### src/rtl/rf_wb_arbiter.sv
// rf_wb_arbiter: owns the single register-file write port.
// Merges in-order pipeline writeback (fixed priority) with multi-cycle unit (MDU)
// results, which queue in a small FIFO and drain only when the pipeline leaves the
// port free. A busy scoreboard tracks outstanding MDU destinations and stalls
// decode on RAW/WAW hazards.
//
// Ports:
//   clk, rst                   clock, asynchronous active-high reset
//   wb_we/wb_rd/wb_data        pipeline writeback request (always accepted)
//   mdu_issue/mdu_issue_rd     MDU op issued; marks its destination busy
//   mdu_valid/mdu_ready        MDU result handshake
//   mdu_rd/mdu_data            MDU result payload
//   dec_rs1/dec_rs2            decode-stage sources
//   dec_we/dec_rd              decode-stage destination
//   busy_stall                 hold decode this cycle
//   rf_we/rf_wa/rf_wd          register-file write port (same-cycle)
//   fifo_count                 MDU results currently queued
module rf_wb_arbiter #(
    parameter int unsigned FIFO_DEPTH = 2,
    parameter int unsigned DW         = 32,
    parameter int unsigned AW         = 5
) (
    input  logic                             clk,
    input  logic                             rst,
    input  logic                             wb_we,
    input  logic [AW-1:0]                    wb_rd,
    input  logic [DW-1:0]                    wb_data,
    input  logic                             mdu_issue,
    input  logic [AW-1:0]                    mdu_issue_rd,
    input  logic                             mdu_valid,
    output logic                             mdu_ready,
    input  logic [AW-1:0]                    mdu_rd,
    input  logic [DW-1:0]                    mdu_data,
    input  logic [AW-1:0]                    dec_rs1,
    input  logic [AW-1:0]                    dec_rs2,
    input  logic                             dec_we,
    input  logic [AW-1:0]                    dec_rd,
    output logic                             busy_stall,
    output logic                             rf_we,
    output logic [AW-1:0]                    rf_wa,
    output logic [DW-1:0]                    rf_wd,
    output logic [$clog2(FIFO_DEPTH):0]      fifo_count
);

    localparam int unsigned PW   = $clog2(FIFO_DEPTH);
    localparam int unsigned CW   = PW + 1;
    localparam int unsigned NREG = 1 << AW;

    typedef struct packed {
        logic [AW-1:0] rd;
        logic [DW-1:0] data;
    } mdu_entry_t;

    mdu_entry_t        mem [FIFO_DEPTH];
    mdu_entry_t        head;
    logic [PW-1:0]     wr_ptr;
    logic [PW-1:0]     rd_ptr;
    logic [CW-1:0]     count;
    logic              full;
    logic              empty;
    logic              wb_eff;
    logic              push;
    logic              pop;

    logic [NREG-1:0]   busy;
    logic [NREG-1:0]   busy_set;
    logic [NREG-1:0]   busy_clr;
    logic [NREG-1:0]   busy_nxt;

    assign head   = mem[rd_ptr];
    assign full   = (count == CW'(FIFO_DEPTH));
    assign empty  = (count == '0);
    assign wb_eff = wb_we && (wb_rd != '0);

    // Ready depends only on stored state (and reset), never on mdu_valid.
    assign mdu_ready = !rst && !full;

    // Zero-destination results are acknowledged but never occupy a slot.
    assign push = mdu_valid && mdu_ready && (mdu_rd != '0);
    assign pop  = !rst && !wb_eff && !empty;

    assign fifo_count = count;

    // Write-port mux: pipeline WB first, otherwise drain the FIFO head.
    always_comb begin
        rf_we = 1'b0;
        rf_wa = '0;
        rf_wd = '0;
        if (!rst) begin
            if (wb_eff) begin
                rf_we = 1'b1;
                rf_wa = wb_rd;
                rf_wd = wb_data;
            end else if (!empty) begin
                rf_we = 1'b1;
                rf_wa = head.rd;
                rf_wd = head.data;
            end
        end
    end

    // FIFO pointers and occupancy; pointers wrap naturally for power-of-2 depth.
    always_ff @(posedge clk or posedge rst) begin
        if (rst) begin
            wr_ptr <= '0;
            rd_ptr <= '0;
            count  <= '0;
        end else begin
            if (push) wr_ptr <= wr_ptr + PW'(1);
            if (pop)  rd_ptr <= rd_ptr + PW'(1);
            count <= count + CW'(push) - CW'(pop);
        end
    end

    // FIFO storage; contents are don't-care while the entry is not counted.
    always_ff @(posedge clk) begin
        if (push) begin
            mem[wr_ptr] <= '{rd: mdu_rd, data: mdu_data};
        end
    end

    // Scoreboard update: a new issue to the same register overrides a drain clear.
    always_comb begin
        busy_set = '0;
        busy_clr = '0;
        if (mdu_issue && (mdu_issue_rd != '0)) busy_set[mdu_issue_rd] = 1'b1;
        if (pop)                               busy_clr[head.rd]      = 1'b1;
        busy_nxt    = (busy & ~busy_clr) | busy_set;
        busy_nxt[0] = 1'b0;
    end

    always_ff @(posedge clk or posedge rst) begin
        if (rst) busy <= '0;
        else     busy <= busy_nxt;
    end

    // Stall is decoded from registered busy bits, so it holds through the drain cycle.
    always_comb begin
        busy_stall = ((dec_rs1 != '0) && busy[dec_rs1])
                  || ((dec_rs2 != '0) && busy[dec_rs2])
                  || (dec_we && (dec_rd != '0) && busy[dec_rd]);
    end

endmodule

### config.mk
export PLATFORM = sky130hd
export DESIGN_NAME = rf_wb_arbiter
export DESIGN_NICKNAME = d
export VERILOG_FILES = /design/src/rtl/rf_wb_arbiter.sv
export SDC_FILE = /design/constraint.sdc
export NUM_CORES = 1
export LEC_CHECK = 0
export ABC_CLOCK_PERIOD_IN_PS = 8300
export CORE_ASPECT_RATIO = 1.1
export CORE_MARGIN = 10
export CORE_UTILIZATION = 30
export CTS_BUF_LIST = sky130_fd_sc_hd__clkbuf_2 sky130_fd_sc_hd__clkbuf_4 sky130_fd_sc_hd__clkbuf_8
export DETAILED_ROUTE_END_ITERATION = 8
export MAX_ROUTING_LAYER = met4
export PLACE_DENSITY = 0.6
export SYNTH_ARGS = -nofsm -noshare
export SYNTH_HDL_FRONTEND = slang
export SYNTH_SLANG_ARGS = --single-unit
### constraint.sdc
create_clock -name clk -period 8.3 [get_ports clk]
set_input_delay 1.245 -clock clk [delete_from_list [all_inputs] [get_ports clk]]
set_output_delay 1.245 -clock clk [all_outputs]
set_load 0.05 [all_outputs]
==> results.yml, run 1 <==
clock_tree:
  holdBufCountCts: 0
  cts-root-to-sink-buffers: 2
  clkTransAtPathRegs_ps: 110
  maximum_level_of_the_cts_h_tree: 3
  cts_tree: "yes"
  cts_buffers: 9
  ctsRootBufferMaster: "sky130_fd_sc_hd__clkbuf_8"
  cts.sink_count: 109
  post_cts.repair.setup_buffers: 0
  clock_latency_ps: 390
  postCtsResizedCells: 0
critical_path:
  timing.critical_path.cells: "clkdlybuf4s50_1 -> or4_4 -> o21ai_4 -> buf_4 -> nor2_2 -> buf_4 -> o22a_1 -> clkdlybuf4s50_1"
  start_of_the_worst_register_to_register_path: "fifo_count[1]"
  path_buf_inv: 4
  worstPathRequired_ps: 7050
  start_kind: "input pin"
  cp_data_arrival_time_ps: 4190
  critical-path-top-delay-family: "buffers and inverters"
  worstSetupStartpoint: "wb_rd[2]"
  worstSetupPathType: "input pin to output port"
  max_stage_delay_on_crit_path_ps: 710
  critical_path_peak_fanout: 45
  setup_crit_end_kind: "output port"
  crit_path_top_delay_cell: "sky130_fd_sc_hd__clkdlybuf4s50_1"
grt:
  antenna_violations_before_repair: 0
  number_of_global_route_vias_before_repair: 4753
  globalRoute.totalOverflow: 0
  global_route_total_usage_across_every_layer_pct: 13.78
  grt_max_degree: 46
  first_pass_grt_wire_length_um: 25630
timing:
  final_hold_viol_count: 0
  final_period_minus_worst_setup_slack_ps: 5437
  grt_setup_unrepaired: "false"
  timing_worst_slew_pin_value_ps: 1120
  slew_headroom_pct: 25.13
  final-setup-viol-count: 0
  finalClockSkew_ps: 10.10
  fin_tns_setup_ps: 0
  final-max-slew-violation-count: 0
  max_freq_ghz: 0.1839
  worst_hold_slack_ps: 552.2
  finalCritPeriodShare_pct: 65.51
logic_synthesis:
  synth_edf_count: 74
  synth_flop_cell: "sky130_fd_sc_hd__edfxtp_1"
  yosysWarnings: 0
  synth_top_cell_area_share_pct: 39.84
  postSynthCellCount: 455
  post-synth-top-count-cell: "sky130_fd_sc_hd__edfxtp_1"
  netlist_top_cells_area: "sky130_fd_sc_hd__edfxtp_1, sky130_fd_sc_hd__dfrtp_1, sky130_fd_sc_hd__mux2i_1"
  synth_nets: 557
  avgSynthCellArea_um2: 12.26
  syn-cell-area_um2: 5578
  synth_common_cells: "sky130_fd_sc_hd__edfxtp_1, sky130_fd_sc_hd__o21ai_0, sky130_fd_sc_hd__nor2_1"
  synth_largest_area_cell: "sky130_fd_sc_hd__edfxtp_1"
  yosysSeqAreaShare_pct: 55.54
  async_flop_share_pct: 32.11
  number_of_synthesized_register_bits: 109
  ys_types: 44
detailed_routing:
  ant_nets: 0
  mean_number_of_vias_per_cell: 5.096
  detail_route.first_pass.iterations: 5
  vias: 4255
  remaining_drc_errors: 0
  drt_iter0_drc: 315
  post_drt_wl_per_cell_um: 19.60
  routed_wirelength_um: 16360
hold_path:
  hp-class: "flip-flop to flip-flop"
  timing.hold.worst.start: "wr_ptr"
final_layout:
  antenna_cells_inserted: 0
  drive_above_1_share_pct: 10.14
  fill_cells: 1768
  flow.area_growth_from_synthesis_pct: 33.31
  nNetsFinal: 689
die:
  chipHeight_um: 163.0
  top_level_ports: 142
  design.core.area_um2: 18350
  placementRows: 52
  start_util_pct: 30.40
  die_w_um: 150.0
  dieArea_um2: 24450
job:
  drv_cap: 0
place:
  port_buffers: 141
  gp_routability_congestion: 0.8789
  dpl.hpwl_um: 12440
pwr:
  netSwitchingFraction_pct: 40.52
  cellInternalPower_w: 0.001198
  net-switching-power_w: 0.0008157
  power_density_nw_per_um2: 270.8
  worst_ir_drop_on_vdd_uv: 140.3
  sequential_share_of_power_pct: 40.8
  clkPwrFrac_pct: 16.4
  p_comb_share_pct: 42.8
  p_leak_nw: 2.685
status:
  run_status: "complete, no violations"
-- flip-flops by register name, indices dropped and copies added, names as in the netlist --
register,cells
mem,74
busy,31
fifo_count,2
rd_ptr,1
wr_ptr,1
-- power by group through the flow --
| stage | logic, W | registers, W | clock network (W) |
|---|---|---|---|
| 2_1_floorplan | 0.000597 | 0.000798 | 0 |
| 3_3_place_gp | 0.000858 | 0.000824 | 0 |
| 3_5_place_dp | 0.000869 | 0.000833 | 0 |
| 4_1_cts | 0.000872 | 0.000821 | 0.000339 |
| 5_1_grt | 0.000930 | 0.000838 | 0.000360 |
| 6_report | 0.000862 | 0.000822 | 0.000330 |
-- cell families (layout without fill, tap and decap cells) --
logic type | count (synthesis) | in the layout | share of synthesized area, %
compound gates | 121 | 121 | 14.15
xor+xnor | 4 | 4 | 0.6280
mux | 71 | 71 | 16.60
buf+inv | 34 | 171 | 2.804
flops | 109 | 109 | 55.54
simple gates | 114 | 114 | 9.825
fa+ha+maj | 2 | 2 | 0.4486
-- per-stage QoR --
| stage | setup slack [ps] | util [%] | power [W] | std cells | cell area [µm²] |
|---|---|---|---|---|---|
| 2_1_floorplan | 3581 | - | 0.001395 | 455 | 5578 |
| 3_3_place_gp | 2888 | 39.41 | 0.001682 | 819 | 7231 |
| 3_5_place_dp | 2856 | 39.41 | 0.001702 | 819 | 7231 |
| 4_1_cts | 2854 | 40.53 | 0.002032 | 835 | 7436 |
| 5_1_grt | 2715 | 40.53 | 0.002129 | 835 | 7436 |
| 6_report | 2863 | 40.53 | 0.002013 | 835 | 7436 |
-- area by class of cell --
| cell class | instances | area, µm² | share of cell area, % |
|---|---|---|---|
| Clock buffer | 9 | 123.9 | 1.666 |
| Clock inverter | 7 | 81.33 | 1.094 |
| Inverter | 9 | 33.78 | 0.4543 |
| Multi-Input combinational cell | 312 | 2345 | 31.53 |
| Sequential cell | 109 | 3099 | 41.68 |
| Tap cell | 243 | 304.0 | 4.089 |
| Timing Repair Buffer | 146 | 1449 | 19.49 |
-- layer usage --
| metal | GRT usage (%) | vias up | wire length (µm) |
|---|---|---|---|
| met5 | - | - | 0 |
| met4 | 4.023 | 0 | 259 |
| met3 | 4.484 | 20 | 1453 |
| met2 | 22.20 | 184 | 7769 |
| met1 | 16.16 | 2037 | 6880 |
| li1 | - | 2014 | - |
-- worst register-to-register path, cell delays in order, from the launching register on --
cell	delay [ps]
sky130_fd_sc_hd__dfrtp_1	470
sky130_fd_sc_hd__nor2_1	90
sky130_fd_sc_hd__nor2_1	690
sky130_fd_sc_hd__nand2_1	330
sky130_fd_sc_hd__inv_1	190
sky130_fd_sc_hd__ha_1	240
sky130_fd_sc_hd__inv_1	60
sky130_fd_sc_hd__ha_1	150
sky130_fd_sc_hd__xnor2_1	130
sky130_fd_sc_hd__xnor2_1	140
-- final timing paths --
check | end | slack (ps) | depth (start not counted)
max | rf_wd[3] | 2860 | 8
min | wr_ptr | 550 | 1
max reg2reg | fifo_count[1] | 5740 | 9
min reg2reg | wr_ptr | 550 | 1
max in group asynchronous | rd_ptr | 6470 | 3
min in group asynchronous | rd_ptr | 1500 | 3
-- placed cells by master (no fill, tap or decap), types with 4 or more instances in the layout --
cell	n
sky130_fd_sc_hd__mux2_2	12
sky130_fd_sc_hd__nand2_1	23
sky130_fd_sc_hd__inv_1	9
sky130_fd_sc_hd__nand3_1	8
sky130_fd_sc_hd__mux2i_1	43
sky130_fd_sc_hd__clkdlybuf4s50_1	141
sky130_fd_sc_hd__nand3b_1	4
sky130_fd_sc_hd__dfrtp_1	34
sky130_fd_sc_hd__nor2b_1	5
sky130_fd_sc_hd__mux4_2	16
sky130_fd_sc_hd__o21ai_0	57
sky130_fd_sc_hd__xnor2_1	4
sky130_fd_sc_hd__inv_8	5
sky130_fd_sc_hd__a211oi_1	4
sky130_fd_sc_hd__nor2_1	48
sky130_fd_sc_hd__nand4_1	6
sky130_fd_sc_hd__a21oi_1	5
sky130_fd_sc_hd__edfxtp_1	74
sky130_fd_sc_hd__o22a_1	31
sky130_fd_sc_hd__clkbuf_8	9
sky130_fd_sc_hd__o21ai_1	8
sky130_fd_sc_hd__buf_4	5
Note: power is estimated with default switching activity, not from simulation.
==> run 2, diff against run 1 <==
--- a/config.mk
+++ b/config.mk
@@ -5,14 +5,14 @@
 export SDC_FILE = /design/constraint.sdc
 export NUM_CORES = 1
 export LEC_CHECK = 0
-export ABC_CLOCK_PERIOD_IN_PS = 8300
+export ABC_CLOCK_PERIOD_IN_PS = 4730
 export CORE_ASPECT_RATIO = 1.1
 export CORE_MARGIN = 10
 export CORE_UTILIZATION = 30
 export CTS_BUF_LIST = sky130_fd_sc_hd__clkbuf_2 sky130_fd_sc_hd__clkbuf_4 sky130_fd_sc_hd__clkbuf_8
 export DETAILED_ROUTE_END_ITERATION = 8
 export MAX_ROUTING_LAYER = met4
-export PLACE_DENSITY = 0.6
+export PLACE_DENSITY = 0.62
 export SYNTH_ARGS = -nofsm -noshare
 export SYNTH_HDL_FRONTEND = slang
 export SYNTH_SLANG_ARGS = --single-unit
==> constraint.sdc (replaced) <==
create_clock -name clk -period 4.73 [get_ports clk]
set_input_delay 0.7095 -clock clk [delete_from_list [all_inputs] [get_ports clk]]
set_output_delay 0.7095 -clock clk [all_outputs]
set_load 0.05 [all_outputs]
==> run 2 against run 1 <==
Via count is 1.0% higher. Sequential power rose by 78%. Wire length grew 0.23%. Global-route usage down 0.31 points. Worst setup slack got worse by 2300 ps. Highest routed layer unchanged. Flip-flop and latch count is the same. Utilization shrank 0.21 points. Final area decreased by 0.52%. Clock power is 64% higher. Non-clock buffer count increased by 5. Clock skew rose by 3.3 ps. Critical endpoint is now busy_stall. Register-to-register slack got worse by 3400 ps.
==> results.yml, run 2 (synthesis results as in run 1) <==
grt:
  antenna_violations_before_repair: 0
  grt_max_degree: 36
  first_pass_grt_wire_length_um: 25340
  globalRoute.totalOverflow: 0
  global_route_total_usage_across_every_layer_pct: 13.48
  number_of_global_route_vias_before_repair: 4624
critical_path:
  crit_top_cell: "sky130_fd_sc_hd__clkdlybuf4s50_1"
  worstSetupPathType: "input pin to output port"
  timing.reg2reg.worst_path_depth: 5
  start_kind: "input pin"
  cp_data_arrival_time_ps: 3460
  worstSetupStartpoint: "dec_rs1[0]"
  critical-path-top-delay-family: "buffers and inverters"
  critical_path_depth: 7
  max_stage_delay_on_crit_path_ps: 840
  crit_path_top_delay_cell: "sky130_fd_sc_hd__clkdlybuf4s50_1"
  start_of_the_worst_register_to_register_path: "fifo_count[0]"
  timing.critical_path.cells: "clkdlybuf4s50_1 -> mux2_2 -> o311ai_0 -> a311oi_1 -> a211oi_1 -> o211ai_1 -> clkdlybuf4s50_1"
  critical_path_peak_fanout: 11
  setup_crit_end_kind: "output port"
  worstPathRequired_ps: 4020
  path_buf_inv: 2
final_layout:
  largest-register: "mem"
  layout.cells.most_common: "sky130_fd_sc_hd__clkdlybuf4s50_1"
  final-seq-area_um2: 3099
  flow.area_growth_from_synthesis_pct: 32.62
  antenna_cells_inserted: 0
  multi_input_comb_area_um2: 2345
  flip_flop_count_of_the_largest_register_all_copies_and_words_added: 74
  nNetsFinal: 694
  fill_cells: 1729
  drive_above_1_share_pct: 17.25
  postLayoutCellArea_um2: 7397
  final_cell_mix: "sky130_fd_sc_hd__clkdlybuf4s50_1, sky130_fd_sc_hd__edfxtp_1, sky130_fd_sc_hd__o21ai_0, sky130_fd_sc_hd__nor2_1, sky130_fd_sc_hd__buf_4"
hold_path:
  hp-class: "flip-flop to flip-flop"
  hold-path-cell-count: 1
  timing.hold.worst.start: "wr_ptr"
clock_tree:
  cts_buffers: 9
  cts_tree: "yes"
  cts.sink_count: 109
  postCtsResizedCells: 0
  holdBufCountCts: 0
  post_cts.repair.setup_buffers: 0
  cts-root-to-sink-buffers: 2
  clock_latency_ps: 360
  ctsRootBufferMaster: "sky130_fd_sc_hd__clkbuf_8"
  clkTransAtPathRegs_ps: 110
  maximum_level_of_the_cts_h_tree: 3
timing:
  grt_setup_unrepaired: "false"
  final-max-slew-violation-count: 0
  slew_headroom_pct: 56.52
  max_freq_ghz: 0.2396
  final_period_minus_worst_setup_slack_ps: 4174
  final_hold_viol_count: 0
  finalCritPeriodShare_pct: 88.24
  fin_tns_setup_ps: 0
  timing_worst_slew_pin_value_ps: 649.8
  finalClockSkew_ps: 13.43
  final-setup-viol-count: 0
place:
  dpl.hpwl_um: 12860
  gp_routability_congestion: 0.8734
  port_buffers: 141
  dpl-instance-area_um2: 7211
die:
  placementRows: 52
  die_w_um: 150.0
  dieArea_um2: 24450
  design.core.area_um2: 18350
  top_level_ports: 142
  start_util_pct: 30.40
  chipHeight_um: 163.0
pwr:
  worst_ir_drop_on_vdd_uv: 214.6
  p_leak_nw: 2.760
  power_density_nw_per_um2: 472.3
detailed_routing:
  post_drt_wl_per_cell_um: 19.52
  drt_iter0_drc: 243
  mean_number_of_vias_per_cell: 5.117
  detail_route.first_pass.iterations: 4
  vias: 4298
  ant_nets: 0
  remaining_drc_errors: 0
  routed_wirelength_um: 16400
job:
  drv_cap: 0
status:
  run_status: "complete, no violations"
-- run 2: cell count changes in the layout (fill, tap and decap cells not counted), sizes merged --
cell / change
buf: +43
inv: -1
clkinvlp: +1
clkdlybuf4s50: -38
-- run 2: power breakdown --
part,leakage (nW),internal (W),switching (W)
sequential,1.09,0.00125,0.000208
clock,0.0931,0.000204,0.000337
combinational,1.58,0.000629,0.000868
total,2.76,0.00208,0.00141
-- run 2: metrics by stage --
stage	utilization [%]	setup slack, ps	cells	hold slack, ps	power (W)
2_1_floorplan	-	719.4	455	468.1	0.002448
3_3_place_gp	39.30	563.3	824	535.0	0.002956
3_5_place_dp	39.30	562.6	824	543.0	0.002981
4_1_cts	40.32	553.9	840	559.1	0.003524
5_1_grt	40.32	371.6	840	575.2	0.003692
6_report	40.32	556.0	840	560.9	0.003494
-- run 2: metal layers --
metal  up-vias  share of wire (%)  global-route usage, %
met2       167                 48                  21.76
met1      2078                 44                  16.77
li1       2039                  -                      -
met4         0               0.97                  2.741
met5         -                  0                      -
met3        14                6.3                  3.487
-- run 2: final timing paths --
path	slack, ps	end
hold reg to reg	560	wr_ptr
max in group asynchronous	3380	rd_ptr
setup reg to reg	2330	mem[1][29]
hold / removal	560	wr_ptr
min in group asynchronous	1010	fifo_count[1]
setup / recovery	560	busy_stall
-- run 2: cell type report --
cell class	instances	area share [%]
Clock inverter	7	0.8457
Sequential cell	109	41.90
Clock buffer	9	1.675
Timing Repair Buffer	151	19.32
Tap cell	243	4.110
Multi-Input combinational cell	312	31.70
Inverter	9	0.4567
